### src/rtl/frag_fifo.sv
// frag_fifo: elastic fragment buffer between the sample-test stage and the
// z-buffer/frame-buffer writer. Fragments are held in a circular buffer and
// presented through a registered head stage with a valid/ready handshake.
// halt_RnnnnL drops early, at DEPTH-SKID entries, so that samples already in
// flight upstream still fit. A push arriving while full and not popping is
// dropped and latches the sticky ovfl_RnnH flag.
//
// Ports:
//   clk, rst            clock, asynchronous active-high reset
//   hit_R18S            fragment position (signed, AXIS components)
//   color_R18U          fragment color (COLORS channels)
//   hit_valid_R18H      push request
//   tri_first_R18H      fragment opens a new triangle
//   frag_ready_RnnH     downstream accepts the head fragment
//   frag_RnnS           head fragment position
//   frag_color_RnnU     head fragment color
//   frag_first_RnnH     head fragment opens a triangle
//   frag_valid_RnnH     head entry valid
//   halt_RnnnnL         0 = upstream must stall
//   ovfl_RnnH           sticky overflow error
//   count_RnnU          current occupancy
//
// Optional feature, macro FRAG_FIFO_TRI_CNT_EN:
//   tri_cnt_RnnU        fragments popped for the previous triangle
//   tri_cnt_valid_RnnH  one-cycle pulse qualifying tri_cnt_RnnU
module frag_fifo #(
  parameter int unsigned SIGFIG = 24,
  parameter int unsigned AXIS   = 3,
  parameter int unsigned COLORS = 3,
  parameter int unsigned DEPTH  = 16,
  parameter int unsigned SKID   = 4
) (
  input  logic                       clk,
  input  logic                       rst,
  input  logic signed [SIGFIG-1:0]   hit_R18S        [AXIS-1:0],
  input  logic        [SIGFIG-1:0]   color_R18U      [COLORS-1:0],
  input  logic                       hit_valid_R18H,
  input  logic                       tri_first_R18H,
  input  logic                       frag_ready_RnnH,
  output logic signed [SIGFIG-1:0]   frag_RnnS       [AXIS-1:0],
  output logic        [SIGFIG-1:0]   frag_color_RnnU [COLORS-1:0],
  output logic                       frag_first_RnnH,
  output logic                       frag_valid_RnnH,
  output logic                       halt_RnnnnL,
  output logic                       ovfl_RnnH,
  output logic [$clog2(DEPTH):0]     count_RnnU
`ifdef FRAG_FIFO_TRI_CNT_EN
  ,
  output logic [31:0]                tri_cnt_RnnU,
  output logic                       tri_cnt_valid_RnnH
`endif
);

  localparam int unsigned PW = $clog2(DEPTH);
  localparam int unsigned CW = PW + 1;

  // storage (contents are don't-care after reset)
  logic signed [SIGFIG-1:0] r_mem_hit   [DEPTH-1:0][AXIS-1:0];
  logic        [SIGFIG-1:0] r_mem_col   [DEPTH-1:0][COLORS-1:0];
  logic                     r_mem_first [DEPTH-1:0];

  logic [PW-1:0] r_wr_ptr;
  logic [PW-1:0] r_rd_ptr;
  logic [PW-1:0] w_rd_nxt;
  logic [CW-1:0] r_count;
  logic [CW-1:0] w_count_nxt;

  logic signed [SIGFIG-1:0] r_head_hit [AXIS-1:0];
  logic        [SIGFIG-1:0] r_head_col [COLORS-1:0];
  logic                     r_head_first;
  logic                     r_valid;
  logic                     r_halt_n;
  logic                     r_ovfl;

  logic signed [SIGFIG-1:0] w_head_hit [AXIS-1:0];
  logic        [SIGFIG-1:0] w_head_col [COLORS-1:0];
  logic                     w_head_first;

  logic w_full;
  logic w_pop;
  logic w_push;
  logic w_drop;
  logic w_bypass;

  assign w_full   = (r_count == CW'(DEPTH));
  assign w_pop    = r_valid && frag_ready_RnnH;
  assign w_push   = hit_valid_R18H && (!w_full || w_pop);
  assign w_drop   = hit_valid_R18H && w_full && !w_pop;
  assign w_rd_nxt = w_pop ? (r_rd_ptr + PW'(1)) : r_rd_ptr;
  // the slot the head moves to is being written this very cycle
  assign w_bypass = w_push && (r_wr_ptr == w_rd_nxt);

  // occupancy after this edge
  always_comb begin
    w_count_nxt = r_count;
    if (w_push && !w_pop) begin
      w_count_nxt = r_count + CW'(1);
    end else if (!w_push && w_pop) begin
      w_count_nxt = r_count - CW'(1);
    end
  end

  // next head entry: stored slot, or the incoming fragment when it lands there
  always_comb begin
    w_head_hit   = r_mem_hit[w_rd_nxt];
    w_head_col   = r_mem_col[w_rd_nxt];
    w_head_first = r_mem_first[w_rd_nxt];
    if (w_bypass) begin
      w_head_hit   = hit_R18S;
      w_head_col   = color_R18U;
      w_head_first = tri_first_R18H;
    end
  end

  // storage write
  always_ff @(posedge clk) begin
    if (w_push) begin
      r_mem_hit[r_wr_ptr]   <= hit_R18S;
      r_mem_col[r_wr_ptr]   <= color_R18U;
      r_mem_first[r_wr_ptr] <= tri_first_R18H;
    end
  end

  // pointers, occupancy, status flags
  always_ff @(posedge clk or posedge rst) begin
    if (rst) begin
      r_wr_ptr <= '0;
      r_rd_ptr <= '0;
      r_count  <= '0;
      r_valid  <= 1'b0;
      r_halt_n <= 1'b1;
      r_ovfl   <= 1'b0;
    end else begin
      if (w_push) r_wr_ptr <= r_wr_ptr + PW'(1);
      r_rd_ptr <= w_rd_nxt;
      r_count  <= w_count_nxt;
      r_valid  <= (w_count_nxt != '0);
      r_halt_n <= (w_count_nxt < CW'(DEPTH - SKID));
      if (w_drop) r_ovfl <= 1'b1;
    end
  end

  // registered head stage; holds while empty
  always_ff @(posedge clk or posedge rst) begin
    if (rst) begin
      for (int i = 0; i < int'(AXIS); i++)   r_head_hit[i] <= '0;
      for (int i = 0; i < int'(COLORS); i++) r_head_col[i] <= '0;
      r_head_first <= 1'b0;
    end else if (w_count_nxt != '0) begin
      r_head_hit   <= w_head_hit;
      r_head_col   <= w_head_col;
      r_head_first <= w_head_first;
    end
  end

  assign frag_RnnS       = r_head_hit;
  assign frag_color_RnnU = r_head_col;
  assign frag_first_RnnH = r_head_first;
  assign frag_valid_RnnH = r_valid;
  assign halt_RnnnnL     = r_halt_n;
  assign ovfl_RnnH       = r_ovfl;
  assign count_RnnU      = r_count;

`ifdef FRAG_FIFO_TRI_CNT_EN
  logic [31:0] r_tri_acc;
  logic [31:0] r_tri_cnt;
  logic        r_tri_pulse;
  logic        r_tri_seen;

  // per-triangle pop counter; the first triangle start after reset has no
  // predecessor to report
  always_ff @(posedge clk or posedge rst) begin
    if (rst) begin
      r_tri_acc   <= '0;
      r_tri_cnt   <= '0;
      r_tri_pulse <= 1'b0;
      r_tri_seen  <= 1'b0;
    end else begin
      r_tri_pulse <= 1'b0;
      if (w_pop) begin
        if (r_head_first) begin
          r_tri_acc  <= 32'd1;
          r_tri_seen <= 1'b1;
          if (r_tri_seen) begin
            r_tri_cnt   <= r_tri_acc;
            r_tri_pulse <= 1'b1;
          end
        end else begin
          r_tri_acc <= r_tri_acc + 32'd1;
        end
      end
    end
  end

  assign tri_cnt_RnnU       = r_tri_cnt;
  assign tri_cnt_valid_RnnH = r_tri_pulse;
`endif

endmodule

### config.mk
export PLATFORM = sky130hd
export DESIGN_NAME = frag_fifo
export DESIGN_NICKNAME = d
export VERILOG_FILES = /design/src/rtl/frag_fifo.sv
export SDC_FILE = /design/constraint.sdc
export NUM_CORES = 2
export LEC_CHECK = 0
export CORE_MARGIN = 2
export CORE_UTILIZATION = 30
export CTS_CLUSTER_SIZE = 10
export DETAILED_ROUTE_END_ITERATION = 16
export GPL_ROUTABILITY_DRIVEN = 0
export GPL_TIMING_DRIVEN = 0
export PLACE_DENSITY = 0.48
export SETUP_SLACK_MARGIN = 0.5
export SLEW_MARGIN = 20
export SYNTH_ARGS = -nofsm -noshare
export SYNTH_HDL_FRONTEND = slang
export SYNTH_SLANG_ARGS = --single-unit
### constraint.sdc
create_clock -name clk -period 12.75 [get_ports clk]
set_input_delay 2.55 -clock clk [delete_from_list [all_inputs] [get_ports clk]]
set_output_delay 2.55 -clock clk [all_outputs]
set_load 0.02 [all_outputs]
# == Word-level counts from Yosys, hierarchy flattened ==
# Memory sizes are Yosys's and may differ from the RTL's. A register that Yosys moved wholly into a read port is not among the register bits.
# Index checks and enable logic that the tools add are counted.
# classes
addsub,4
order_cmp,1
n_eq_ne,1
mux,5
reduce_logical,11
# op_table
operator,n
5-bit two-way mux,2
4-bit by 1-bit adder with 4-bit output (second input constant),2
1-bit logical AND,6
5-bit by 1-bit adder with 5-bit output (second input constant),1
5-bit equality test (second input constant),1
5-bit by 4-bit less-than comparator with 1-bit output (second input constant),1
5-bit nonzero test,1
5-bit by 1-bit subtractor with 5-bit output (second input constant),1
4-bit two-way mux,1
1-bit logical NOT,3
1-bit two-way mux,2
1-bit logical OR,1
# totals
register_bits,16
mem_bits_rw,2320
in_bits,149
output_inout_bits,153
elab_cells,31
mem_count,3
# memory_table
memory,depth,width,read_ports,rd_ports_with_merged_regs,wr,line_no,text
r_mem_col,16,72,1,1,1,59,logic [SIGFIG-1:0] r_mem_col [DEPTH-1:0][COLORS-1:0];
r_mem_hit,16,72,1,1,1,58,logic signed [SIGFIG-1:0] r_mem_hit [DEPTH-1:0][AXIS-1:0];
r_mem_first,16,1,1,1,1,60,logic r_mem_first [DEPTH-1:0];

# == Longest topological paths before layout ==
# depth
depth_word,9
mapped_depth,13
mapped_depth_nobuf,9

# == Worst setup path before layout ==
# Ideal clock, no wire load.
# synth_path
path_kind,input-to-reg
startpoint,in frag_ready_RnnH
endpoint,mem r_mem_col[3][0] in the netlist's numbering (enable)
setup_ps,827
arrival_time_ps,13100
required_time_ps,11923
slack_ps,-1176
stages,5
n_path_buf,1
path_cell_list,buf_4 > nand2_1 > a21boi_2 > nand2_1 > nor3_1
# synth_via
elab_chain_len,5
# synth_rtl
item,line_no,text
from (decl),39,"input logic frag_ready_RnnH,"
1-bit logical AND,86,assign w_pop = r_valid && frag_ready_RnnH;
1-bit logical OR,87,assign w_push = hit_valid_R18H && (!w_full || w_pop);
1-bit logical AND,87,
1-bit two-way mux,117,if (w_push) begin
1-bit two-way mux (implied by the code),119,r_mem_col[r_wr_ptr] <= color_R18U;
to (decl),59,
# No other way between the ends.

# == Final worst setup path ==
# layout_path
startpoint,in frag_ready_RnnH
endpoint,"reg r_head_hit, in the netlist frag_RnnS[25] (read register of r_mem_hit)"
# layout_via
elab_chain_len,8
word_cells_on_any_way,11
classes_between,mux (3); reduce/logical (8)
# layout_rtl
item,line_no,text
1-bit logical AND *,86,
1-bit logical OR,87,
1-bit logical AND,87,
1-bit logical NOT,98,end else if (!w_push && w_pop) begin
1-bit logical AND,98,
5-bit two-way mux,98,
5-bit two-way mux,96,if (w_push && !w_pop) begin
5-bit nonzero test,149,end else if (w_count_nxt != '0) begin
to (decl),68,logic signed [SIGFIG-1:0] r_head_hit [AXIS-1:0];
# Every way passes the cells marked *; elsewhere a longest branch is shown, timed or not.
# A chain may end at the register's enable or synchronous reset.

==> flow_metrics.py <==
metrics = {
    "synthesis": {
        "syn_nets": 5873,
        "synth_area_mm2": 0.103,
        "synth_cells": 5717,
        "ys_seq_area_share_pct": 71.4,
        "yosysUniqueCellTypes": 75,
        "syn_avg_cell_area_um2": 18.1,
        "synth_area_leader_cell": "edfxtp_1",
        "yosys-top-cells-area": "edfxtp_1 67%, mux4_2 9.0%, mux2i_1 8.1%",
        "synthArstFlopShare_pct": 6.49,
        "synthFlopType": "edfxtp_1",
        "yosysWarningCount": 0,
        "synth_top_area_share_pct": 67.5,
        "synth-edff-count": 2320,
        "ys_ff_latch": 2481,
    },
    "cells_and_area": {
        "final_cell_area_mm2": 0.125,
        "finalCoreUtilization_pct": 36.5,
        "final_cell_count_no_fill": 11300,
        "nets": 6660,
        "syn_to_final_growth_pct": 21.1,
        "drive_gt1_share_pct": 18.4,
    },
    "timing": {
        "slew_headroom_pct": 16.8,
        "finalSetupTns_ps": 0,
        "finalClockSkew_ps": 75.3,
        "setup_ws_ps": 6370,
        "slew_viol_final": 0,
        "hold_viol": 0,
        "finalCritPeriodShare_pct": 50.0,
        "setup_violations": 0,
        "max_freq_mhz": 157,
        "period_minus_slack_ps": 6380,
        "fin_hold_ws_ps": 466,
        "rsz0062_at_grt": "false",
        "tightestPinTransition_ps": 1250,
    },
    "die": {
        "die_w_um": 591,
        "io_pins": 302,
        "start_util_pct": 30.1,
        "rows": 215,
        "dieArea_mm2": 0.349,
        "die_h_um": 591,
        "core_mm2": 0.343,
    },
    "clock_network": {
        "cts_buffers": 298,
        "cts_tree": "done",
        "cts_resized": 0,
        "ctsHoldBuffers": 0,
        "clkTransAtPathRegs_ps": 50,
        "clkSinkCount": 2481,
        "post_cts_buffers": 0,
        "cts_root_buf": "clkbuf_16",
        "clock_latency_ps": 920,
        "cts_buffer_depth": 4,
        "htree_levels": 5,
    },
    "critical_path": {
        "critPathMaxFanout": 12,
        "required_ps": 13470,
        "start_kind": "input port",
        "end_kind": "register",
        "arrival_ps": 7100,
        "worstSetupPathType": "in -> reg",
    },
    "pwr": {
        "fin_total_pwr_mw": 32.5,
        "p_leak_nw": 41.8,
        "powerDensity_mw_per_mm2": 260,
        "peakVddDrop_uv": 124,
    },
    "route": {
        "wl_per_cell_um": 30.0,
        "routed_wl_um": 340000,
        "first_iter_violations": 5782,
        "final_antenna_net_count": 0,
        "drt_first_pass_iters": 6,
        "avgViaCountPerCell": 5.26,
        "drc": 0,
        "vias": 59600,
    },
    "global_route": {
        "grt_max_degree": 59,
        "grt_pass1_vias": 60400,
        "grt_use_total_pct": 19.1,
        "grt_pass1_wl_um": 474000,
        "antenna_found_initial": 54,
        "overflow": 0,
    },
    "run_status": {
        "status": "completed",
    },
    "place": {
        "io_buffers": 300,
        "post_dp_cell_area_mm2": 0.116,
        "place_hpwl_um": 234000,
        "pre_cts_ws_ps": 5700,
        "place_inst": 10800,
    },
    "run": {
        "cap_violations": 0,
    },
    "min_path": {
        "hold_path.class": "reg -> reg",
    },
}
-- cell usage in the layout (no fill, tap or decap), drive strengths merged, types with 106 or more instances in the layout --
cell	count
mux2i	831
clkdlybuf4s50	300
nand3	136
dfrtp	160
o21ai	147
o22ai	192
mux4	413
edfxtp	2320
nand2	210
clkbuf	704
inv	106
buf	405
-- state kept, by name, indices dropped and copies added (netlist names) --
register / count
r_mem_col: 1152
r_mem_hit: 1152
frag_RnnS: 72
frag_color_RnnU: 72
r_mem_first: 16
count_RnnU: 5
r_rd_ptr: 4
r_wr_ptr: 4
frag_first_RnnH: 1
frag_valid_RnnH: 1
halt_RnnnnL: 1
ovfl_RnnH: 1
-- where the power goes --
group / internal, mW / total, mW / switching, mW
Clock: 4.57 / 7.99 / 3.42
Sequential: 10.0 / 10.5 / 0.470
Combinational: 5.43 / 14.0 / 8.59
-- routing by layer --
metal / track usage [%] / vias up / part of all wire, %
met5: 0 / - / 0.045
met4: 4.81 / 28 / 2.6
met3: 3.87 / 505 / 7.2
met2: 30.7 / 2091 / 47
met1: 26.5 / 31700 / 43
li1: - / 25200 / -
-- final cells by class --
cell class | count | area, um^2
Buffer | 421 | 2130
Antenna cell | 21 | 52.6
Fill cell | 32000 | 218000
Inverter | 95 | 369
Clock buffer | 501 | 8400
Clock inverter | 38 | 647
Sequential cell | 2481 | 73700
Multi-Input combinational cell | 2720 | 27200
Tap cell | 4557 | 5700
Timing Repair Buffer | 487 | 6830
-- Yosys cell counts (14+ instances only) --
library cell and count:
a2111oi_0 18, a211o_1 48, a211oi_1 54, a21o_1 33, a21oi_1 15, a311oi_1 89
a31oi_1 69, a32o_1 37, and3_1 50, buf_1 25, buf_2 134, buf_4 26
buf_6 33, clkbuf_1 194, dfrtp_1 160, edfxtp_1 2320, inv_1 91, mux2_2 36
mux2i_1 831, mux4_2 413, nand2_1 209, nand3_1 135, nand4_1 14, nor2_1 87
nor3_1 44, o21ai_0 144, o221ai_1 79, o22ai_1 192
-- kinds of logic (layout without fill, tap and decap cells) --
logic type / after synthesis / in the layout / synth area share, %
AOI/OAI and AO/OA: 847 / 847 / 5.92
xor gates and xnor gates: 12 / 12 / 0.122
other: 0 / 21 / 0
adders and majority gates: 7 / 7 / 0.0848
muxes: 1280 / 1280 / 17.5
buffers and inverters: 516 / 1542 / 2.40
and+or+nand+nor: 574 / 574 / 2.62
DFF: 2481 / 2481 / 71.4
-- final timing paths --
check	start	to	slack (ps)	cells past startpoint
worst max-delay path	frag_ready_RnnH	frag_RnnS[25]	6370	12
worst min-delay path	ovfl_RnnH	ovfl_RnnH	470	1
worst max register to register	r_rd_ptr[0]	frag_RnnS[56]	7650	13
worst min register to register	ovfl_RnnH	ovfl_RnnH	470	1
max in group asynchronous	rst	frag_RnnS[17]	9720	3
min in group asynchronous	rst	frag_color_RnnU[22]	2100	2
-- worst max-delay path, stage by stage --
cell and delay (ps):
buf_4 190, buf_2 260, nand3_2 150, xor2_2 660
inv_2 240, buf_2 370, nand2_2 440, buf_16 230
clkbuf_1 680, o221ai_1 190, a311oi_1 890, o22ai_1 200
No activity file was read; power rests on OpenSTA's default activity.
